## config.mk

```make
export PLATFORM = sky130hd
export DESIGN_NAME = pipe_skid_reg_n
export DESIGN_NICKNAME = d
export VERILOG_FILES = /design/src/rtl/pipe_pkg.sv /design/src/rtl/sat_counter.sv /design/src/rtl/pipe_skid_reg_n.sv
export SDC_FILE = /design/constraint.sdc
export NUM_CORES = 1
export LEC_CHECK = 0
export ABC_AREA = 1
export CAP_MARGIN = 20
export CORE_ASPECT_RATIO = 0.5
export CORE_MARGIN = 1.5
export CORE_UTILIZATION = 44
export CTS_BUF_LIST = sky130_fd_sc_hd__clkbuf_4
export DETAILED_ROUTE_END_ITERATION = 8
export PLACE_DENSITY = 0.69
export SKIP_LAST_GASP = 1
export SLEW_MARGIN = 5
export SYNTH_ARGS = -nofsm -noshare
export SYNTH_HDL_FRONTEND = slang
export SYNTH_SLANG_ARGS = --single-unit
```

## constraint.sdc

```tcl
create_clock -name clk -period 14.7 [get_ports clk]
set_clock_uncertainty 0.1 [all_clocks]
set_input_delay 3.675 -clock clk [delete_from_list [all_inputs] [get_ports clk]]
set_output_delay 3.675 -clock clk [all_outputs]
set_load 0.02 [all_outputs]
```

## src/rtl/pipe_pkg.sv

```systemverilog
// Shared pipeline definitions.
//   pipe_state_t : skid-stage occupancy state (2'd3 is illegal and recovers to EMPTY)
//   *_W          : default payload widths for the named stage registers
//   PERF_CNT_W   : default width of per-stage performance counters
package pipe_pkg;

    typedef enum logic [1:0] {
        ST_EMPTY = 2'd0,
        ST_FULL  = 2'd1,
        ST_SKID  = 2'd2
    } pipe_state_t;

    localparam int unsigned IF_ID_W    = 64;
    localparam int unsigned ID_EX_W    = 118;
    localparam int unsigned EX_MEM_W   = 142;
    localparam int unsigned MEM_WB_W   = 104;
    localparam int unsigned PERF_CNT_W = 16;

endpackage

```

## src/rtl/sat_counter.sv

```systemverilog
// Saturating up-counter used for per-stage performance counters.
//   clk   : clock
//   reset : asynchronous active-high clear
//   inc   : count one event this cycle
//   count : current value, holds at all-ones
module sat_counter
    import pipe_pkg::*;
#(
    parameter int unsigned CNT_W = PERF_CNT_W
) (
    input  logic             clk,
    input  logic             reset,
    input  logic             inc,
    output logic [CNT_W-1:0] count
);

    always_ff @(posedge clk or posedge reset) begin
        if (reset) begin
            count <= '0;
        end else if (inc && (count != '1)) begin
            count <= count + 1'b1;
        end
    end

endmodule

```

## src/rtl/pipe_skid_reg_n.sv

```systemverilog
// Pipeline stage register with valid/ready handshake and a two-entry skid
// buffer (main register M plus skid register S). in_ready comes straight
// from a flop, so there is no combinational path from out_ready/in_valid
// to in_ready.
//   clk, reset          : clock, asynchronous active-high reset
//   in, in_valid        : upstream payload / valid
//   in_ready            : stage can accept (registered)
//   out, out_valid      : downstream payload (BUBBLE when empty) / valid
//   out_ready           : downstream accepts
//   flush               : synchronous kill of all held entries
//   stall_cnt           : saturating count of out_valid & !out_ready cycles
module pipe_skid_reg_n
    import pipe_pkg::*;
#(
    parameter int unsigned      WIDTH  = EX_MEM_W,
    parameter logic [0:WIDTH-1] BUBBLE = '0,
    parameter int unsigned      CNT_W  = PERF_CNT_W
) (
    input  logic             clk,
    input  logic             reset,
    input  logic [0:WIDTH-1] in,
    input  logic             in_valid,
    output logic             in_ready,
    output logic [0:WIDTH-1] out,
    output logic             out_valid,
    input  logic             out_ready,
    input  logic             flush,
    output logic [CNT_W-1:0] stall_cnt
);

    pipe_state_t      state;
    logic [0:WIDTH-1] m_reg;
    logic [0:WIDTH-1] s_reg;
    logic             accept;
    logic             pop;

    assign out_valid = (state != ST_EMPTY);
    assign out       = out_valid ? m_reg : BUBBLE;
    assign accept    = in_valid & in_ready;
    assign pop       = out_valid & out_ready;

    // in_ready is updated alongside every transition into or out of SKID,
    // keeping it equal to (state != SKID) without decoding the state.
    always_ff @(posedge clk or posedge reset) begin
        if (reset) begin
            state    <= ST_EMPTY;
            m_reg    <= BUBBLE;
            s_reg    <= BUBBLE;
            in_ready <= 1'b1;
        end else if (flush) begin
            state    <= ST_EMPTY;
            m_reg    <= BUBBLE;
            s_reg    <= BUBBLE;
            in_ready <= 1'b1;
        end else begin
            case (state)
                ST_EMPTY: begin
                    if (accept) begin
                        m_reg <= in;
                        state <= ST_FULL;
                    end
                end
                ST_FULL: begin
                    if (accept && pop) begin
                        m_reg <= in;
                    end else if (pop) begin
                        state <= ST_EMPTY;
                    end else if (accept) begin
                        s_reg    <= in;
                        state    <= ST_SKID;
                        in_ready <= 1'b0;
                    end
                end
                ST_SKID: begin
                    if (pop) begin
                        m_reg    <= s_reg;
                        state    <= ST_FULL;
                        in_ready <= 1'b1;
                    end
                end
                default: begin
                    state    <= ST_EMPTY;
                    m_reg    <= BUBBLE;
                    s_reg    <= BUBBLE;
                    in_ready <= 1'b1;
                end
            endcase
        end
    end

    sat_counter #(
        .CNT_W(CNT_W)
    ) u_stall_cnt (
        .clk   (clk),
        .reset (reset),
        .inc   (out_valid & ~out_ready),
        .count (stall_cnt)
    );

endmodule

```

=== Word-level counts from Yosys, hierarchy flattened ===
Index checks and enable logic that the tools add are counted.

* Output and inout bits: 160
* Input port bits: 147
* Bits in registers: 303
* Word-level logic and storage cells: 54

* Reductions and logical operators: 9
* Eq/ne operators: 12
* Bitwise logic cells: 4
* Mux-type cells: 23
* Add/subtract/negate cells: 1

{| class="wikitable"
|+ Operators with widths
! kind !! number
|-
| 142-bit 2-to-1 mux || 8
|-
| 142-bit case mux with 3 select lines || 1
|-
| 142-bit case mux with 2 select lines || 1
|-
| 3-bit != test, second input constant || 6
|-
| 16-bit by 1-bit adder with 16-bit output, second input constant || 1
|-
| 16-bit != test, second input constant || 1
|-
| 2-bit 2-to-1 mux || 6
|-
| 4-bit AND reduction || 2
|-
| 2-bit case mux with 3 select lines || 1
|-
| 1-bit 2-to-1 mux || 5
|-
| 5-bit AND reduction || 1
|-
| 4-bit != test, second input constant || 1
|-
| 1-bit AND || 3
|-
| 1-bit case mux with 3 select lines || 1
|-
| 3-bit AND reduction || 1
|-
| 2-bit by 1-bit equality test with 1-bit output, second input constant || 1
|-
| 2-bit equality test, second input constant || 1
|-
| 1-bit logical AND || 2
|-
| 2-bit logical NOT || 1
|-
| 2-bit by 1-bit != test with 1-bit output, second input constant || 1
|-
| 2-bit != test, second input constant || 1
|-
| 2-bit nonzero test || 1
|-
| 2-bit OR reduction || 1
|-
| 1-bit inverter || 1
|}

=== Longest topological paths before layout ===
* Word-level depth: 6
* Depth in mapped cells: 9
* Gate-level depth less buffers: 8

=== Cells and area by module ===
A second synthesis with hierarchy kept.

* Cell total of the unflattened synthesis: 2193
* Area, all modules: 15462.3 um2

{| class="wikitable"
|+ By module, submodules not included
! module !! times used !! area each (um2) !! cells each !! seq. area each (um2)
|-
| pipe_skid_reg_n || 1 || 14392.6 || 2043 || 7183.1
|-
| sat_counter || 1 || 1069.8 || 150 || 400.4
|}

=== Least setup slack after synthesis ===
No wires, ideal clock.

* Path kind: register to output
* Start: reg state[0]
* End: out out_valid
* Setup slack: 9633 ps
* Stages on the path, launching flop included: 6
* Data required time: 10925 ps
* Arrival: 1292 ps
* Buffers on the path: 3
* Path through: dfrtp_1 -> nor2_1 -> buf_2 -> clkbuf_1 -> buf_2 -> inv_1

* Longest elaborated chain between the ends: 1

{| class="wikitable"
|+ Ends and longest elaborated chain
! item !! RTL line !! text
|-
| start: declaration || pipe_skid_reg_n.sv:31 || <nowiki>pipe_state_t state;</nowiki>
|-
| start signal: assignment || pipe_skid_reg_n.sv:46 || <nowiki>state <= ST_EMPTY;</nowiki>
|-
| start signal: assignment || pipe_skid_reg_n.sv:51 || <nowiki>state <= ST_EMPTY;</nowiki>
|-
| start signal: assignment || pipe_skid_reg_n.sv:60 || <nowiki>state <= ST_FULL;</nowiki>
|-
| 2-bit nonzero test || pipe_skid_reg_n.sv:37 || <nowiki>assign out_valid = (state != ST_EMPTY);</nowiki>
|-
| end: declaration || pipe_skid_reg_n.sv:25 || <nowiki>output logic out_valid,</nowiki>
|}

Every way passes these cells.

=== Worst setup path after layout ===
* Start: in flush
* End: reg m_reg[37] in the netlist's numbering

* Longest elaborated chain between the ends: 2
* Elaborated cells on any way between the ends: 5
* Classes of those cells: eq/ne (3); mux (1); reduce/logical (1)

{| class="wikitable"
|+ Ends and longest elaborated chain
! item !! RTL line !! text
|-
| start: declaration || pipe_skid_reg_n.sv:27 || <nowiki>input logic flush,</nowiki>
|-
| 3-bit != test (no line) || -- ||
|-
| 3-bit AND reduction (no line) || -- ||
|-
| end signal: assignment || pipe_skid_reg_n.sv:59 || <nowiki>m_reg <= in;</nowiki>
|-
| end signal: assignment || pipe_skid_reg_n.sv:65 || <nowiki>m_reg <= in;</nowiki>
|-
| end signal: assignment || pipe_skid_reg_n.sv:76 || <nowiki>m_reg <= s_reg;</nowiki>
|-
| end: declaration || pipe_skid_reg_n.sv:32 || <nowiki>logic [0:WIDTH-1] m_reg;</nowiki>
|}

Parallel ways exist; a longest one is shown, timed or not.
A chain may end at the register's enable or synchronous reset.

==> flow_summary.ini <==
[finish]
multi_input_area_um2 = 6100
ff_latch_area_um2 = 7580
drive_gt1_frac = 0.0588
area_delta_synth_final_pct = 26.4
final_nets = 2501
fill_cells = 3263

[global_routing]
grt.overflow.total = 0
antenna_found_initial = 6
grt_usage = 0.247
grt_pass1_vias = 13300
grt_pass1_wl_mm = 71.1
grt_max_degree = 127

[clock_network]
clock_path_buffers = 3
cts_tree = yes
hold_buffers = 0
cts_resized = 0
clkTransAtPathRegs_ns = 0.07
insertion_delay_ns = 0.74
cts_root_buffer = clkbuf_4
cts_setup_buffers = 0
cts_buffers = 73
h-tree-depth = 3
cts_sinks = 303

[sta]
timing.fmax_mhz = 128
hold_viol_final = 0
holdWs_ns = 0.378
final.period_utilization = 0.530
slew_headroom = 0.286
grt_setup_unrepaired = no
finalCriticalPeriod_ns = 7.80
tightestPinTransition_ns = 1.07
fin_setup_tns_ns = 0
setup_viol = 0
drv_slew = 0

[synth]
synth_seq_cells = 303
netlist_instances = 2103
synth_top_area_frac = 0.496
synthFlopType = dfrtp_1
synthTopCellsByArea = dfrtp_1 50%, nand2_1 18%, nand3_1 7.5%
synth.avg_cell_area_um2 = 7.25
async_flop_share = 1.00
post-synth-top-area-cell = dfrtp_1
synth-edff-count = 0
seq_area_frac_synth = 0.498
synth.distinct_cells = 26
yosys_warnings = 0
synth_commonest_cells = 719 x nand2_1, 302 x dfrtp_1, 227 x nand3_1
yosysMostFrequentCell = nand2_1
netlist_area_um2 = 15200
synth_fp_nets = 2251

[critical_path]
slowest_delay_ns = 0.85
crit_type = input pin to register
crit_chain = clkdlybuf4s50_1, inv_4, nand3_2, inv_4, nand2_1, nand3_4, buf_4, buf_4, nand2_1, o21ai_1
crit_path_top_delay_cell = buf_4
path_max_fanout = 96
startpoint_type = input pin
rr_worst_depth = 9
required_ns = 15.23
end_kind = register
cp.arrival_ns = 8.32

[floorplanning]
ios = 307
initial_core_util = 0.454
dieArea_um2 = 35800
core_area_um2 = 33600
die_h_um = 135
die_width_um = 266
rows = 47

[route]
post-route-drc-count = 0
vias_per_cell = 4.98
drt_first_pass_iters = 6
drt_iter0_drc = 1197
wl_per_cell_um = 15.3
ant_nets = 0
wl_mm = 43.9
vias = 14300

[placed_design]
portBuffers = 306
gp_congestion = 0.819
place_hpwl_mm = 26.3

[power]
p_per_area_nw_per_um2 = 175
peakVddDrop_mv = 0.109
p_total_mw = 3.37
p_leak_nw = 9.06

[worst_hold_path]
hold_class = register to register
hold_depth = 2

[flow_run]
max_cap_violations = 0

[outcome]
outcome = complete, no violations
cell usage in the layout (no fill, tap or decap), types with 6 or more instances in the layout:
cell type	n
clkbuf_4	98
clkdlybuf4s50_1	306
nor2_1	159
xnor2_1	6
clkinv_1	16
diode_2	6
dfrtp_1	301
buf_4	17
nand2_1	718
nand3_1	227
inv_2	6
o21ai_1	122
o21ai_0	168
inv_1	224
nand4_1	7
kinds of logic after synthesis:
| group | after synthesis | synth area share |
|---|---|---|
| and+or+nand+nor | 1120 | 0.298 |
| buffers and inverters | 379 | 0.103 |
| DFF | 303 | 0.498 |
| AOI/OAI and AO/OA | 293 | 0.0969 |
| xor gates and xnor gates | 7 | 0.00402 |
| adders and majority gates | 1 | 0.000821 |
path summary, 6_finish.rpt:
path / slack (ns) / from / end
setup / recovery: 6.90 / flush / m_reg[37]$_DFFE_PP0P_
hold / removal: 0.38 / s_reg[129]$_DFFE_PP0P_ / s_reg[129]$_DFFE_PP0P_
setup reg to reg: 9.96 / state[1]$_DFFE_PP0P_ / m_reg[37]$_DFFE_PP0P_
hold reg to reg: 0.38 / s_reg[129]$_DFFE_PP0P_ / s_reg[129]$_DFFE_PP0P_
max in group asynchronous: 9.05 / reset / s_reg[66]$_DFFE_PP0P_
min in group asynchronous: 3.39 / reset / s_reg[60]$_DFFE_PP0P_
area by class of cell:
class                           count  share of cell area
Antenna cell                        6            0.000780
Clock buffer                       98              0.0382
Clock inverter                     23             0.00864
Inverter                          231              0.0458
Multi-Input combinational cell   1421               0.317
Sequential cell                   303               0.394
Tap cell                          465              0.0302
Timing Repair Buffer              323               0.166
routing by layer:
metal  track usage  wire length, um  vias up
met5             0                0        -
met4        0.0852             1100        0
met3        0.0452             2000       82
met2         0.400            20900      338
met1         0.337            19900     6803
li1              -                -     7080
where the power goes:
part / total (mW) / internal (mW) / switching (mW) / leakage [nW]
logic: 1.46 / 0.476 / 0.987 / 4.46
clock network: 0.710 / 0.361 / 0.349 / 0.535
registers: 1.20 / 1.07 / 0.126 / 4.06
total: 3.37 / 1.91 / 1.46 / 9.06
per-stage QoR:
step           std cells  setup WS (ns)  cell area, um2  utilization
2_1_floorplan       2103           2.55           15200            -
3_3_place_gp        2743           6.35           18300        0.546
3_5_place_dp        2743           6.27           18300        0.546
4_1_cts             2864           7.04           19200        0.573
5_1_grt             2870           6.59           19300        0.574
6_report            2870           6.90           19300        0.574
worst max-delay path: cells and delay by family:
family,cells,cell delay [ns]
buffers and inverters,5,3.37
AOI/OAI and AO/OA,1,0.13
and+or+nand+nor,4,0.97
Note: power is estimated with default switching activity, not from simulation.
